==> config.mk <==
export PLATFORM = sky130hd
export DESIGN_NAME = atm_button_conditioner
export DESIGN_NICKNAME = d
export VERILOG_FILES = /design/src/rtl/atm_pkg.sv /design/src/rtl/btn_debounce.sv /design/src/rtl/atm_button_conditioner.sv
export SDC_FILE = /design/constraint.sdc
export NUM_CORES = 1
export LEC_CHECK = 0
export ABC_AREA = 1
export CAP_MARGIN = 15
export CORE_MARGIN = 2
export CORE_UTILIZATION = 25
export CTS_CLUSTER_SIZE = 28
export DETAILED_ROUTE_END_ITERATION = 8
export PLACE_DENSITY = 0.44
export RECOVER_POWER = 50
export SKIP_LAST_GASP = 1
export SYNTH_ARGS = -nofsm -noshare
export SYNTH_HDL_FRONTEND = slang
export SYNTH_HIERARCHICAL = 1
export SYNTH_SLANG_ARGS = --single-unit
==> constraint.sdc <==
create_clock -name clk -period 3.78 [get_ports clk]
set_input_delay 0.378 -clock clk [delete_from_list [all_inputs] [get_ports clk]]
set_output_delay 0.378 -clock clk [all_outputs]
set_load 0.05 [all_outputs]
==> src/rtl/atm_pkg.sv <==
// Shared types and constants for the ATM button front end.
// Event codes, switch width and button indices.
package atm_pkg;

  typedef enum logic [1:0] {
    EV_NONE = 2'd0,
    EV_BTN1 = 2'd1,
    EV_BTN2 = 2'd2,
    EV_BTN3 = 2'd3
  } ev_t;

  localparam int SW_W  = 4;
  localparam int BTN_N = 3;

  localparam int IDX_BTN1 = 0;
  localparam int IDX_BTN2 = 1;
  localparam int IDX_BTN3 = 2;

  // Counter width for a debounce window of d cycles, never below 1.
  function automatic int cnt_w(input int d);
    return ($clog2(d) < 1) ? 1 : $clog2(d);
  endfunction

endpackage

==> src/rtl/btn_debounce.sv <==
// One button: 2-FF synchronizer, debounced level and rise strobe.
// rise_o is combinational and marks the edge on which db goes 0->1.
module btn_debounce
  import atm_pkg::*;
#(
  parameter int DEBOUNCE_CYCLES = 500000
) (
  input  logic clk,
  input  logic rst_n,
  input  logic btn_i,
  output logic rise_o
);

  localparam int CW = cnt_w(DEBOUNCE_CYCLES);
  localparam logic [CW-1:0] CNT_MAX = CW'(DEBOUNCE_CYCLES - 1);

  logic          sync1_q;
  logic          sync2_q;
  logic          db_q;
  logic          db_d;
  logic [CW-1:0] cnt_q;
  logic [CW-1:0] cnt_d;

  // Accept the synchronized level once it has differed for the full window.
  always_comb begin
    db_d  = db_q;
    cnt_d = '0;
    if (sync2_q == db_q) begin
      cnt_d = '0;
    end else if (cnt_q == CNT_MAX) begin
      db_d  = sync2_q;
      cnt_d = '0;
    end else begin
      cnt_d = cnt_q + CW'(1);
    end
  end

  // Synchronizer, debounced level and window counter.
  always_ff @(posedge clk or negedge rst_n) begin
    if (!rst_n) begin
      sync1_q <= 1'b0;
      sync2_q <= 1'b0;
      db_q    <= 1'b0;
      cnt_q   <= '0;
    end else begin
      sync1_q <= btn_i;
      sync2_q <= sync1_q;
      db_q    <= db_d;
      cnt_q   <= cnt_d;
    end
  end

  assign rise_o = db_d & ~db_q;

endmodule

==> src/rtl/atm_button_conditioner.sv <==
// ATM button front end: debounced presses become one-cycle events
// with a switch snapshot, BTN3 > BTN2 > BTN1 priority and lockout gating.
module atm_button_conditioner
  import atm_pkg::*;
#(
  parameter int DEBOUNCE_CYCLES = 500000
) (
  input  logic            clk,
  input  logic            rst,
  input  logic            BTN3,
  input  logic            BTN2,
  input  logic            BTN1,
  input  logic [SW_W-1:0] SW,
  input  logic            lock,
  output logic            btn3_pulse,
  output logic            btn2_pulse,
  output logic            btn1_pulse,
  output logic [1:0]      ev_code,
  output logic [SW_W-1:0] sw_out,
  output logic            collision
);

  logic [BTN_N-1:0] rise;
  logic [BTN_N-1:0] rise_g;
  logic [SW_W-1:0]  sw_s1_q;
  logic [SW_W-1:0]  sw_s2_q;
  logic [SW_W-1:0]  sw_q;
  logic [SW_W-1:0]  sw_d;
  ev_t              ev_q;
  ev_t              ev_d;
  logic             coll_q;
  logic             coll_d;

  btn_debounce #(.DEBOUNCE_CYCLES(DEBOUNCE_CYCLES)) u_db1 (
    .clk   (clk),
    .rst_n (rst),
    .btn_i (BTN1),
    .rise_o(rise[IDX_BTN1])
  );

  btn_debounce #(.DEBOUNCE_CYCLES(DEBOUNCE_CYCLES)) u_db2 (
    .clk   (clk),
    .rst_n (rst),
    .btn_i (BTN2),
    .rise_o(rise[IDX_BTN2])
  );

  btn_debounce #(.DEBOUNCE_CYCLES(DEBOUNCE_CYCLES)) u_db3 (
    .clk   (clk),
    .rst_n (rst),
    .btn_i (BTN3),
    .rise_o(rise[IDX_BTN3])
  );

  // Drop rises under lockout, then pick the single highest-priority winner.
  always_comb begin
    rise_g = lock ? '0 : rise;
    ev_d   = EV_NONE;
    priority case (1'b1)
      rise_g[IDX_BTN3]: ev_d = EV_BTN3;
      rise_g[IDX_BTN2]: ev_d = EV_BTN2;
      rise_g[IDX_BTN1]: ev_d = EV_BTN1;
      default:          ev_d = EV_NONE;
    endcase
    coll_d = $countones(rise_g) > 1;
    sw_d   = (ev_d != EV_NONE) ? sw_s2_q : sw_q;
  end

  // Switch synchronizer and registered event outputs.
  always_ff @(posedge clk or negedge rst) begin
    if (!rst) begin
      sw_s1_q <= '0;
      sw_s2_q <= '0;
      sw_q    <= '0;
      ev_q    <= EV_NONE;
      coll_q  <= 1'b0;
    end else begin
      sw_s1_q <= SW;
      sw_s2_q <= sw_s1_q;
      sw_q    <= sw_d;
      ev_q    <= ev_d;
      coll_q  <= coll_d;
    end
  end

  assign btn3_pulse = (ev_q == EV_BTN3);
  assign btn2_pulse = (ev_q == EV_BTN2);
  assign btn1_pulse = (ev_q == EV_BTN1);
  assign ev_code    = ev_q;
  assign sw_out     = sw_q;
  assign collision  = coll_q;

endmodule

# == Word-level counts from Yosys, hierarchy flattened ==
# Index checks and enable logic that the tools add are counted.
# word_totals
register_bits,81
inputBits,10
output_inout_bits,10
# classes
addsub,5
n_lt_le_gt_ge,1
eq_ne,9
mux,16
n_bitwise,6
reduce_logical,1
# op_table
op,n
two-way mux 19 bit,6
"adder 19 x 1 -> 19 bit, second input constant",3
"== test 19 bit, second input constant",3
two-way mux 1 bit,7
"== test 2 bit, second input constant",2
two-way mux 2 bit,2
adder 2 x 1 -> 3 bit,1
bitwise AND 1 bit,3
== test 1 bit,3
"> comparator 3 x 1 -> 1 bit, second input constant",1
two-way mux 3 bit,1
NOT 1 bit,3
adder 1 x 1 -> 2 bit,1
"== test 2 x 1 -> 1 bit, second input constant",1
nonzero test 2 bit,1

# == Logic depth before layout (Yosys ltp) ==
# logic_depth
ltp_word,9
depth_mapped,10
depth_no_buf,10

# == By module ==
# Netlist, hierarchy kept.
# by_module_without_submodules
module,n_inst,cells_per_inst,area_per_inst_um2,seq_area_each_um2
btn_debounce,3,148,1191.1,550.5
atm_button_conditioner,1,47,534.3,375.4

# == Worst setup path after synthesis ==
# Ideal clock, no wire load.
# synth_timing
kind,flip-flop to flip-flop
startpoint,register u_db3.cnt_q[0]
endpoint,register coll_q (netlist: collision)
arrival_time_ns,1.825
required_ns,3.660
slack_ns,1.835
stages_incl_launch_ff,10
n_path_buf,0
period_less_slack_ns,1.945
cell_sequence,dfrtp_1 ha_1 nand2_1 nor2_1 nand3_2 nor3_1 nand2_2 inv_1 ha_1 a31o_2
# synth_via
elab_chain_cells,7
# synth_rtl
element,line_no,text
"start, declared",btn_debounce.sv:21,logic [CW-1:0] cnt_q;
"start signal, assigned",btn_debounce.sv:49,cnt_q <= cnt_d;
== test 19 bit,btn_debounce.sv:30,end else if (cnt_q == CNT_MAX) begin
two-way mux 1 bit,btn_debounce.sv:30,
two-way mux 1 bit,btn_debounce.sv:28,if (sync2_q == db_q) begin
bitwise AND 1 bit,btn_debounce.sv:53,assign rise_o = db_d & ~db_q;
net rise[2],atm_button_conditioner.sv:23,logic [BTN_N-1:0] rise;
two-way mux 3 bit,atm_button_conditioner.sv:57,rise_g = lock ? '0 : rise;
adder 2 x 1 -> 3 bit (implied by the code),atm_button_conditioner.sv:65,coll_d = $countones(rise_g) > 1;
> comparator 3 x 1 -> 1 bit,atm_button_conditioner.sv:65,
net coll_d,atm_button_conditioner.sv:32,logic coll_d;
"end signal, assigned",atm_button_conditioner.sv:82,coll_q <= coll_d;
"end, declared",atm_button_conditioner.sv:31,logic coll_q;
# The timed path passes the listed nets, and every way through them passes these cells.
# A chain may end at the register's enable or synchronous reset.

# == Worst setup path after layout ==
# Same ends and word-level chain as after synthesis.

==> impl_metrics.json <==
{
  "startpoint_type": "flip-flop",
  "cts_resized": 0,
  "hold_class": "flip-flop to flip-flop",
  "vias": 3056,
  "critical_path.cell_chain": "ha_1, nand2_1, nor2_1, nand3_2, nor3_1, nand2_2, inv_1, ha_1, a31o_2",
  "dp.cells": 726,
  "cp.required_ps": 4010,
  "cpMaxStageDelayCell": "dfrtp_1",
  "rsz0062_at_grt": "no",
  "cts_setup_buffers": 0,
  "max_freq_mhz": 465,
  "gp_congestion": 0.778,
  "violations": "capacitance limit, slew limit",
  "cp-end-kind": "flip-flop",
  "leakagePower_nw": 2.14,
  "min_period_ps": 2150,
  "finalMaxSlewViolations": 35,
  "worstPathArrival_ps": 2380,
  "first_global_vias": 3101,
  "clk_latency_ps": 340,
  "synth.most_common_cell": "nor2_1",
  "grt_first_pass_wirelength_mm": 14.7,
  "power.density_mw_per_mm2": 386,
  "die-area_mm2": 0.0175,
  "worst_slew_pin_slew_ps": 2060,
  "start_util_pct": 25.7,
  "status": "finished, violations left",
  "cp_max_fo": 8,
  "synth_seq_cells": 81,
  "postLayoutSetupSlackWorst_ps": 1630,
  "antenna_found_initial": 0,
  "p_sw_share_pct": 21.6,
  "timing_hold_violations_final": 0,
  "cts_buffers": 9,
  "grt_max_degree": 82,
  "final_cells": 743,
  "totalWireLength_mm": 8.18,
  "p_int_mw": 1.48,
  "antennaDiodeCount": 0,
  "grt_use_total_pct": 10.4,
  "setup_viol": 0,
  "drc": 0,
  "synth_edf_count": 0,
  "ant_nets": 0,
  "dp_hpwl_mm": 5.91,
  "routedWlPerCell_um": 11.0,
  "ys_seq_area_share_pct": 49.3,
  "fp.dieH_um": 132,
  "relSlewSlack_pct": -37.3,
  "vdd_drop_max_v": 0.000245,
  "drive_above_1_share_pct": 13.5,
  "seq_power_share_pct": 47.0,
  "hold_buffers": 0,
  "syn_inst": 491,
  "worst-path-buf-inv": 1,
  "path_clk_slew_ps": 60,
  "drt_iter0_markers": 87,
  "finalPower_mw": 1.89,
  "timing.critical_path.mode_cell": "ha_1",
  "clock_sinks": 81,
  "avgSynthCellArea_um2": 8.37,
  "async_flop_share_pct": 100,
  "grt_overflow": 0,
  "num_io_pins": 20,
  "combPwrFrac_pct": 3.3,
  "post_synth_num_cell_types": 25,
  "skew_ps": 5.85,
  "hold_slack_ps": 347,
  "via_per_inst": 4.11,
  "cts_tree": "yes",
  "dp_slack_ps": 1590,
  "cp_slowest_stage_delay_ps": 370,
  "synth_top_cell_by_area": "dfrtp_1",
  "fin_crit_sh_pct": 56.9,
  "portBuffers": 19,
  "synth_common_cells": "98 x nor2_1, 84 x nand2_1, 81 x dfrtp_1",
  "path_class": "flip-flop to flip-flop",
  "fin_tns_setup_ps": 0,
  "h-tree-depth": 3,
  "core-area_mm2": 0.0160,
  "yosysTopAreaCellShare_pct": 49.3,
  "clk_path_buf_depth": 2,
  "layout-area-overhead-vs-synth_pct": 19.5,
  "ys.flop_type": "dfrtp_1",
  "pwr-share-clk_pct": 49.7,
  "rows": 46,
  "drt_first_pass_iters": 4,
  "die_w_um": 132,
  "cts_root_buffer": "clkbuf_16",
  "p_switching_uw": 409,
  "path_delay_family": "simple AND/OR/NAND/NOR gates",
  "synth.area.top_cells": "dfrtp_1 49%, nor2_1 9.0%, nand2_1 7.7%",
  "synth.yosys.warnings": 6,
  "fin_nets": 536,
  "synth_nets": 505,
  "cap_violations": 1,
  "synth.cell_area_mm2": 0.00411
}
## per-layer routing
metal | GRT usage (%) | part of all wire (%) | vias to the layer above
met1 | 13.5 | 49 | 1411
li1 | - | - | 1600
met2 | 16.5 | 47 | 32
met5 | 0 | 0 | -
met4 | 5.38 | 2.1 | 0
met3 | 1.88 | 2.4 | 13
## flip-flops by register name, summed over array words and instances (netlist names), 2 cells and up
signal       count
ev_code          2
sw_out           4
u_db2/cnt_q     19
u_db3/cnt_q     19
sw_s2_q          4
sw_s1_q          4
u_db1/cnt_q     19
## cells in the final DEF, fill, tap and decap left out, types with 11 or more instances in the layout
master / instances
xor2_1: 18
nor2_1: 98
nor2_2: 12
nand2_2: 13
nand2_1: 84
inv_1: 60
clkdlybuf4s50_1: 11
nand3_1: 40
dfrtp_1: 81
## final timing paths
path                                startpoint             end  slack [ps]  depth (start not counted)
min in group asynchronous                  rst      sw_s2_q[0]         620                          1
worst min-delay path                sw_s1_q[3]      sw_s2_q[3]         350                          0
worst max register to register  u_db3/cnt_q[0]       collision        1630                          9
max in group asynchronous                  rst  u_db1/cnt_q[7]        1970                          1
worst max-delay path            u_db3/cnt_q[0]       collision        1630                          9
worst min register to register      sw_s1_q[3]      sw_s2_q[3]         350                          0
## power groups by stage
| stage | clock network, mW | logic, mW | registers, mW |
|---|---|---|---|
| 2_1_floorplan | 0 | 0.0285 | 0.905 |
| 3_3_place_gp | 0 | 0.0632 | 0.906 |
| 3_5_place_dp | 0 | 0.0642 | 0.906 |
| 4_1_cts | 0.974 | 0.0643 | 0.890 |
| 5_1_grt | 1.01 | 0.0736 | 0.891 |
| 6_report | 0.941 | 0.0629 | 0.890 |
## cell families after synthesis
| kind of cell | after synthesis | synth area share [%] |
|---|---|---|
| buffers and inverters | 65 | 5.94 |
| AOI/OAI and AO/OA | 29 | 3.90 |
| and+or+nand+nor | 285 | 33.3 |
| adders and majority gates | 4 | 1.22 |
| xor gates and xnor gates | 27 | 6.31 |
| DFF | 81 | 49.3 |
## layout make-up
cell class,count,area [µm²]
repair buffers,20,211
clock inverters,6,91.3
well taps,216,270
inverters,65,244
clock buffers,10,229
flip-flops and latches,81,2030
fillers,1727,11100
multi-input cells,345,1840
## metrics by stage
stage          utilization (%)  cell area [µm²]
2_1_floorplan                -             4110
3_3_place_gp              28.5             4570
3_5_place_dp              28.5             4570
4_1_cts                   30.5             4890
5_1_grt                   30.7             4910
6_report                  30.7             4910
No activity file was read; power rests on OpenSTA's default activity.
